`src/rtl/trigger_pkg.sv`:
```
// Shared types and default parameters for the multi-channel trigger input sampler.
package trigger_pkg;

    localparam int unsigned NCH_DEF  = 4;
    localparam int unsigned FILT_DEF = 4;
    localparam int unsigned POSW_DEF = 4;
    localparam int unsigned DTW_DEF  = 8;

    typedef enum logic [1:0] {
        CH_IDLE     = 2'd0,
        CH_CAPT     = 2'd1,
        CH_WAIT_LOW = 2'd2,
        CH_DEAD     = 2'd3
    } ch_state_e;

    // Per-channel window status handed to the report registers at stop.
    typedef struct packed {
        logic hit;
        logic lost;
        logic overrun;
    } ch_report_t;

endpackage

```
`src/rtl/trigger_in_channel.sv`:
```
// One trigger line: synchroniser, glitch filter, edge detect, capture FSM and dead-time counter.
module trigger_in_channel
    import trigger_pkg::*;
#(
    parameter int unsigned FILT = FILT_DEF,
    parameter int unsigned POSW = POSW_DEF,
    parameter int unsigned DTW  = DTW_DEF
) (
    input  logic            clk400,
    input  logic            reset,
    input  logic            i_trigger,
    input  logic            i_enable,
    input  logic [DTW-1:0]  i_deadtime,
    input  logic [POSW-1:0] i_poscnt,
    input  logic            i_stop,
    output ch_report_t      o_report_c,
    output logic [POSW-1:0] o_pos
);

    logic [1:0]      r_sync;
    logic [FILT-1:0] r_s;
    logic            r_den;
    logic            r_den_d;

    ch_state_e       r_state;
    ch_state_e       w_state_nxt;
    logic [DTW-1:0]  r_dt;
    logic [DTW-1:0]  w_dt_nxt;
    logic [POSW-1:0] r_pos;
    logic [POSW-1:0] w_pos_nxt;
    logic            r_lost;
    logic            w_lost_nxt;
    logic            w_lost_c;
    logic            r_ovr;
    logic            w_ovr_nxt;
    logic            w_ovr_c;

    logic            w_den_set;
    logic            w_den_clr;
    logic            w_start;
    logic            w_dt_nz;

    assign w_den_set = r_s[FILT-1] & r_s[0] & (|r_s[FILT-2:1]);
    assign w_den_clr = (r_s[FILT-2:0] == '0);
    assign w_start   = r_den & ~r_den_d;
    assign w_dt_nz   = (i_deadtime != '0);

    // Synchroniser and filter; den holds between the set and clear patterns.
    always_ff @(posedge clk400 or posedge reset) begin
        if (reset) begin
            r_sync  <= '0;
            r_s     <= '0;
            r_den   <= 1'b0;
            r_den_d <= 1'b0;
        end else begin
            r_sync  <= {r_sync[0], i_trigger};
            r_s     <= {r_s[FILT-2:0], r_sync[1]};
            if (w_den_set) begin
                r_den <= 1'b1;
            end else if (w_den_clr) begin
                r_den <= 1'b0;
            end
            r_den_d <= r_den;
        end
    end

    always_ff @(posedge clk400 or posedge reset) begin
        if (reset) begin
            r_state <= CH_IDLE;
            r_dt    <= '0;
            r_pos   <= '0;
            r_lost  <= 1'b0;
            r_ovr   <= 1'b0;
        end else begin
            r_state <= w_state_nxt;
            r_dt    <= w_dt_nxt;
            r_pos   <= w_pos_nxt;
            r_lost  <= w_lost_nxt;
            r_ovr   <= w_ovr_nxt;
        end
    end

    // A start coinciding with stop is folded into the window being reported.
    always_comb begin
        w_state_nxt = r_state;
        w_dt_nxt    = r_dt;
        w_pos_nxt   = r_pos;
        w_lost_c    = r_lost | (w_start & (r_state == CH_DEAD));
        w_ovr_c     = r_ovr  | (w_start & (r_state == CH_CAPT));
        w_lost_nxt  = i_stop ? 1'b0 : w_lost_c;
        w_ovr_nxt   = i_stop ? 1'b0 : w_ovr_c;

        case (r_state)
            CH_IDLE: begin
                if (w_start && i_enable) begin
                    w_state_nxt = CH_CAPT;
                    w_pos_nxt   = i_poscnt;
                end
            end
            CH_CAPT: begin
                if (i_stop) begin
                    if (r_den) begin
                        w_state_nxt = CH_WAIT_LOW;
                    end else if (w_dt_nz) begin
                        w_state_nxt = CH_DEAD;
                        w_dt_nxt    = i_deadtime;
                    end else begin
                        w_state_nxt = CH_IDLE;
                    end
                end
            end
            CH_WAIT_LOW: begin
                if (!r_den) begin
                    if (w_dt_nz) begin
                        w_state_nxt = CH_DEAD;
                        w_dt_nxt    = i_deadtime;
                    end else begin
                        w_state_nxt = CH_IDLE;
                    end
                end
            end
            CH_DEAD: begin
                if (r_dt <= DTW'(1)) begin
                    w_state_nxt = CH_IDLE;
                end else begin
                    w_dt_nxt = r_dt - DTW'(1);
                end
            end
            default: begin
                w_state_nxt = CH_IDLE;
            end
        endcase
    end

    assign o_report_c.hit     = (r_state == CH_CAPT);
    assign o_report_c.lost    = w_lost_c;
    assign o_report_c.overrun = w_ovr_c;
    assign o_pos              = r_pos;

endmodule

```
`src/rtl/trigger_in_sampler_mc.sv`:
```
// Multi-channel 400 MHz trigger sampler: clk80 phase tracking, position counter and per-window report.
module trigger_in_sampler_mc
    import trigger_pkg::*;
#(
    parameter int unsigned NCH  = NCH_DEF,
    parameter int unsigned FILT = FILT_DEF,
    parameter int unsigned POSW = POSW_DEF,
    parameter int unsigned DTW  = DTW_DEF
) (
    input  logic                 clk400,
    input  logic                 reset,
    input  logic                 clk80,
    input  logic                 sync,
    input  logic [NCH-1:0]       enable,
    input  logic [DTW-1:0]       deadtime,
    input  logic [NCH-1:0]       trigger_in,
    output logic                 trig_valid,
    output logic [NCH-1:0]       trig_hit,
    output logic [NCH*POSW-1:0]  trig_pos,
    output logic [NCH-1:0]       trig_lost,
    output logic [NCH-1:0]       trig_overrun
);

    logic                 r_c80_d;
    logic                 r_clear;
    logic                 r_stop;
    logic [POSW-1:0]      r_poscnt;

    logic                 r_valid;
    logic [NCH-1:0]       r_hit;
    logic [NCH*POSW-1:0]  r_pos;
    logic [NCH-1:0]       r_lost;
    logic [NCH-1:0]       r_ovr;

    ch_report_t           w_rep [NCH];
    logic [POSW-1:0]      w_pos [NCH];

    // clk80 is sampled as data; clear marks the first clk400 edge of a sync-qualified clk80 high.
    always_ff @(posedge clk400 or posedge reset) begin
        if (reset) begin
            r_c80_d  <= 1'b0;
            r_clear  <= 1'b0;
            r_stop   <= 1'b0;
            r_poscnt <= '0;
        end else begin
            r_c80_d  <= clk80;
            r_clear  <= sync & clk80 & ~r_c80_d;
            r_stop   <= r_clear;
            r_poscnt <= r_clear ? '0 : r_poscnt + POSW'(1);
        end
    end

    for (genvar gi = 0; gi < NCH; gi++) begin : g_ch
        trigger_in_channel #(
            .FILT (FILT),
            .POSW (POSW),
            .DTW  (DTW)
        ) u_ch (
            .clk400     (clk400),
            .reset      (reset),
            .i_trigger  (trigger_in[gi]),
            .i_enable   (enable[gi]),
            .i_deadtime (deadtime),
            .i_poscnt   (r_poscnt),
            .i_stop     (r_stop),
            .o_report_c (w_rep[gi]),
            .o_pos      (w_pos[gi])
        );
    end

    // Report registers update only on stop; position is kept from the last hit.
    always_ff @(posedge clk400 or posedge reset) begin
        if (reset) begin
            r_valid <= 1'b0;
            r_hit   <= '0;
            r_pos   <= '0;
            r_lost  <= '0;
            r_ovr   <= '0;
        end else begin
            r_valid <= r_stop;
            if (r_stop) begin
                for (int i = 0; i < int'(NCH); i++) begin
                    r_hit[i]  <= w_rep[i].hit;
                    r_lost[i] <= w_rep[i].lost;
                    r_ovr[i]  <= w_rep[i].overrun;
                    if (w_rep[i].hit) begin
                        r_pos[i*POSW +: POSW] <= w_pos[i];
                    end
                end
            end
        end
    end

    assign trig_valid   = r_valid;
    assign trig_hit     = r_hit;
    assign trig_pos     = r_pos;
    assign trig_lost    = r_lost;
    assign trig_overrun = r_ovr;

endmodule

```
`config.mk`:
```
export PLATFORM = sky130hd
export DESIGN_NAME = trigger_in_sampler_mc
export DESIGN_NICKNAME = d
export VERILOG_FILES = /design/src/rtl/trigger_pkg.sv /design/src/rtl/trigger_in_channel.sv /design/src/rtl/trigger_in_sampler_mc.sv
export SDC_FILE = /design/constraint.sdc
export NUM_CORES = 1
export LEC_CHECK = 0
export ABC_AREA = 1
export BUFFER_PORTS_ARGS = -buffer_cell sky130_fd_sc_hd__buf_2
export CORE_AREA = 8 8 120 122
export DETAILED_ROUTE_END_ITERATION = 7
export DIE_AREA = 0 0 128 130
export GPL_TIMING_DRIVEN = 0
export PLACE_DENSITY_LB_ADDON = 0.3
export SLEW_MARGIN = 15
export SYNTH_ARGS = -nofsm -noshare
export SYNTH_HDL_FRONTEND = slang
export SYNTH_HIERARCHICAL = 1
export SYNTH_SLANG_ARGS = --single-unit
export TNS_END_PERCENT = 5
```
`constraint.sdc`:
```
create_clock -name clk400 -period 1.5 [get_ports clk400]
set_clock_uncertainty 0.15 [all_clocks]
set_input_delay 0.075 -clock clk400 [delete_from_list [all_inputs] [get_ports clk400]]
set_output_delay 0.075 -clock clk400 [all_outputs]
set_load 0.05 [all_outputs]
```
==> flow_summary_export.csv <==
group,metric,value,unit
sta,worst_pin_slew,0.9452,ns
finish,final-seq-area,0.003316,mm^2
sta,fin_crit,1.702,ns
synthesis,synth_compound_gate_area_share,8.138,%
clocking,numCtsBuffers,17,
detailed_routing,wirelength,15390,um
clocking,path_clk_slew,0.05,ns
floorplan,ios,49,
placement,gp_congestion,0.9146,
power,power_density,2307,mW/mm^2
synthesis,synthArstFlopShare,100.0,%
min_path,min_path_type,"in2reg",
outcome,status,"finished with violations",
floorplan,die_w,128,um
synthesis,synth_fa_ha_area_share,1.703,%
run,drv_cap,0,
synthesis,yosys.area_share.simple,27.48,%
sta,slew_viol_final,0,
synthesis,synth_edf_count,0,
global_routing,grt_pass1_vias,5425,
worst_setup_path,cp_slowest_stage_delay,0.42,ns
clocking,cts_sinks,132,
synthesis,syn_nets,873,
placement,dpl-instance-area,0.007117,mm^2
worst_setup_path,r2r_cells,7,
power,internal-power,0.01061,W
synthesis,netlist_area,0.006611,mm^2
worst_setup_path,cp_slowest_cell,"dfrtp_2",
sta,finalHoldViolCount,0,
detailed_routing,drc_errors,0,
min_path,hold_path_end,"g_ch[2].u_ch/r_dt[2]$_DFFE_PP0P_",
placement,dp.final_hpwl,10190,um
clocking,cts_buffer_depth,2,
sta,setup_ws,-0.2017,ns
floorplan,core,0.01241,mm^2
power,swShare,44.04,%
clocking,insertion_delay,0.41,ns
finish,mostFrequentLayoutCell,"nand2_1",
min_path,whs_path_depth,5,
worst_setup_path,crit_path_start_kind,"flop",
power,leakagePower,4.413,nW
synthesis,yosysTopAreaCellShare,49.96,%
finish,nFillCells,1032,
global_routing,antenna_found_initial,0,
detailed_routing,drt_iter0_markers,410,
finish,syn2layout_area_growth,24.24,%
sta,rsz0062_at_grt,"true",
worst_setup_path,r2r_start,"g_ch[3].u_ch/r_dt[0]$_DFFE_PP0P_",
outcome,violations,"setup timing",
synthesis,ys_top_cells_by_area,"dfrtp_1, nand2_1, inv_1",
finish,n_antenna_cell,0,
power,clkPwrFrac,19.0,%
floorplan,initial_utilization,53.26,%
finish,multi_input_area,0.002839,mm^2
worst_setup_path,cp-end-kind,"flop",
sta,period_share,113.4,%
synthesis,synth_mux_area_share,2.725,%
worst_setup_path,r2r_slack,-0.20,ns
synthesis,ys_seq_area_share,49.96,%
finish,final_util,66.17,%
clocking,root_buffer,"clkbuf_16",
power,p_comb_share,49.2,%
worst_setup_path,crit_top_cell,"buf_4",
sta,setup_viol,38,
detailed_routing,final_antenna_net_count,0,
detailed_routing,wire_per_inst,13.58,um
min_path,hold_start,"deadtime[2]",
floorplan,std_cell_rows,41,
synthesis,synth_top_family_by_area,"simple AND/OR/NAND/NOR gates",
worst_setup_path,crit_arrival,1.85,ns
synthesis,avgSynthCellArea,7.833,um^2
floorplan,dieArea,0.01664,mm^2
global_routing,grt_pass1_wl,25470,um
placement,portBuffers,48,
power,worst_ir_drop_vdd,0.001081,V
global_routing,grt_max_degree,37,
worst_setup_path,crit_type,"reg2reg",
global_routing,grt_overflow,0,
clocking,htreeDepth,4,
synthesis,yosys.area.top_type,"dfrtp_1",
synthesis,synth-xor-area-share,0,%
placement,dpl.cell_count,1064,
worst_setup_path,cp_max_fo,5,
detailed_routing,via_per_inst,4.900,
finish,final_cell_mix,"nand2_1, dfrtp_1, inv_1, nor2_1, nand3_1",
finish,fin_cells,1133,
sta,relSlewSlack,36.92,%
worst_setup_path,crit_chain,"inv_2, ha_4, buf_4, buf_4, or2_2, a31oi_2, o21ai_2",
floorplan,die_h,130,um
synthesis,syn-instance-count,844,
global_routing,grt_usage,19.48,%
sta,fmax,587.6,MHz
synthesis,ys_warn_count,6,
worst_setup_path,worstPathRequired,1.65,ns
clocking,cts_tree,"yes",
synthesis,ys_ff_latch,132,
detailed_routing,drt_pre_antenna_iters,7,
finish,nets,981,
power,seqPwrFrac,31.8,%
synthesis,synth_flop_cell,"dfrtp_1",
finish,drive_gt1_share,24.87,%
detailed_routing,vias,5552,
worst_setup_path,r2r-end,"g_ch[3].u_ch/r_dt[2]$_DFFE_PP0P_",
power,switching_power,0.008347,W
synthesis,yosys.cell_types.count,27,
finish,fin_area,0.008214,mm^2
-- stage by stage --
step	TNS, ns	power (W)	setup slack, ns	hold WS [ns]
floorplan	-0.003320	0.01219	-0.001107	-0.06038
global placement	-7.750	0.01379	-0.1567	0.03261
detailed placement	-6.828	0.01399	-0.1569	0.03471
CTS	-2.343	0.01821	-0.09063	0.004319
global route	-7.274	0.02044	-0.2445	0.01472
finish	-2.773	0.01895	-0.2017	0.01332
-- worst max-delay path by stage --
stage | startpoint | slack (ns) | endpoint
after floorplan | g_ch[0].u_ch/r_dt[0]$_DFFE_PP0P_ | -0.001 | g_ch[0].u_ch/r_dt[1]$_DFFE_PP0P_
after detailed placement | r_stop$_DFF_PP0_ | -0.16 | g_ch[3].u_ch/r_state[0]$_DFFE_PP0P_
after CTS | g_ch[3].u_ch/r_dt[0]$_DFFE_PP0P_ | -0.09 | g_ch[3].u_ch/r_dt[2]$_DFFE_PP0P_
final | g_ch[3].u_ch/r_dt[0]$_DFFE_PP0P_ | -0.20 | g_ch[3].u_ch/r_dt[2]$_DFFE_PP0P_
after global routing | g_ch[3].u_ch/r_dt[0]$_DFFE_PP0P_ | -0.24 | g_ch[3].u_ch/r_dt[2]$_DFFE_PP0P_
after global placement | r_stop$_DFF_PP0_ | -0.16 | g_ch[3].u_ch/r_state[0]$_DFFE_PP0P_
-- power by group through the flow --
| stage | Sequential (W) | Clock (W) | Combinational [W] |
|---|---|---|---|
| global route | 0.00619 | 0.00384 | 0.0104 |
| CTS | 0.00598 | 0.00366 | 0.00858 |
| detailed placement | 0.00602 | 0 | 0.00796 |
| floorplan | 0.00698 | 0 | 0.00521 |
| finish | 0.00603 | 0.00359 | 0.00933 |
| global placement | 0.00599 | 0 | 0.00780 |
-- state kept, by name, indices dropped and copies added, names as in the netlist --
name	cells
trig_valid	1
r_stop	1
r_poscnt	4
g_ch.u_ch/r_den	4
trig_overrun	4
r_c80_d	1
g_ch.u_ch/r_den_d	4
trig_pos	16
g_ch.u_ch/r_s	16
g_ch.u_ch/r_state	8
g_ch.u_ch/r_sync	8
trig_hit	4
g_ch.u_ch/r_ovr	4
trig_lost	4
g_ch.u_ch/r_dt	32
g_ch.u_ch/r_lost	4
g_ch.u_ch/o_pos	16
r_clear	1
-- metal layers --
layer | part of all wire [%] | vias up | GRT usage [%] | wire, um
met2 | 48 | 133 | 32.11 | 7377
li1 | - | 2819 | - | -
met5 | 0 | - | 0 | 0
met1 | 45 | 2585 | 24.09 | 6984
met3 | 5.6 | 15 | 5.590 | 855
met4 | 1.1 | 0 | 6.783 | 167
-- cells in the mapped netlist (6+ instances only) --
cell type / n
a21oi_1: 20
buf_2: 6
buf_4: 10
dfrtp_1: 132
ha_1: 9
inv_1: 123
inv_2: 10
mux2_2: 13
nand2_1: 281
nand2_2: 12
nand3_1: 54
nor2_1: 72
nor2_2: 6
o21ai_0: 45
o21ai_2: 12
-- what timing repair did --
item | CTS | global route
gates resized for setup | 34 | 40
hold endpoints to repair | 186 | 0
setup buffers | 11 | 8
endpoints found under the setup margin | 72 | 62
gates cloned | 2 | 2
pin swaps | 14 | 15
hold buffers | 18 | 0
-- cells by family after synthesis --
| kind of cell | Yosys count |
|---|---|
| AND/OR/NAND/NOR | 439 |
| buffers and inverters | 156 |
| AO/OA/AOI/OAI | 92 |
| adder cells (fa/ha/maj) | 9 |
| flip-flops | 132 |
| multiplexers | 16 |
-- critical path: cells and delay by family, from the launching register on --
| kind | cells | cell delay [ns] |
|---|---|---|
| flops | 1 | 0.42 |
| simple gates | 1 | 0.29 |
| compound gates | 2 | 0.22 |
| buf+inv | 3 | 0.33 |
| fa+ha+maj | 1 | 0.16 |
-- area by class of cell --
class	count	share of cell area [%]
Sequential cell	132	40.37
Multi-Input combinational cell	556	34.56
Timing Repair Buffer	89	7.738
Inverter	136	6.398
Clock buffer	22	5.773
Tap cell	172	2.620
Buffer	20	2.148
Clock inverter	6	0.3960
No activity file was read; power rests on OpenSTA's default activity.
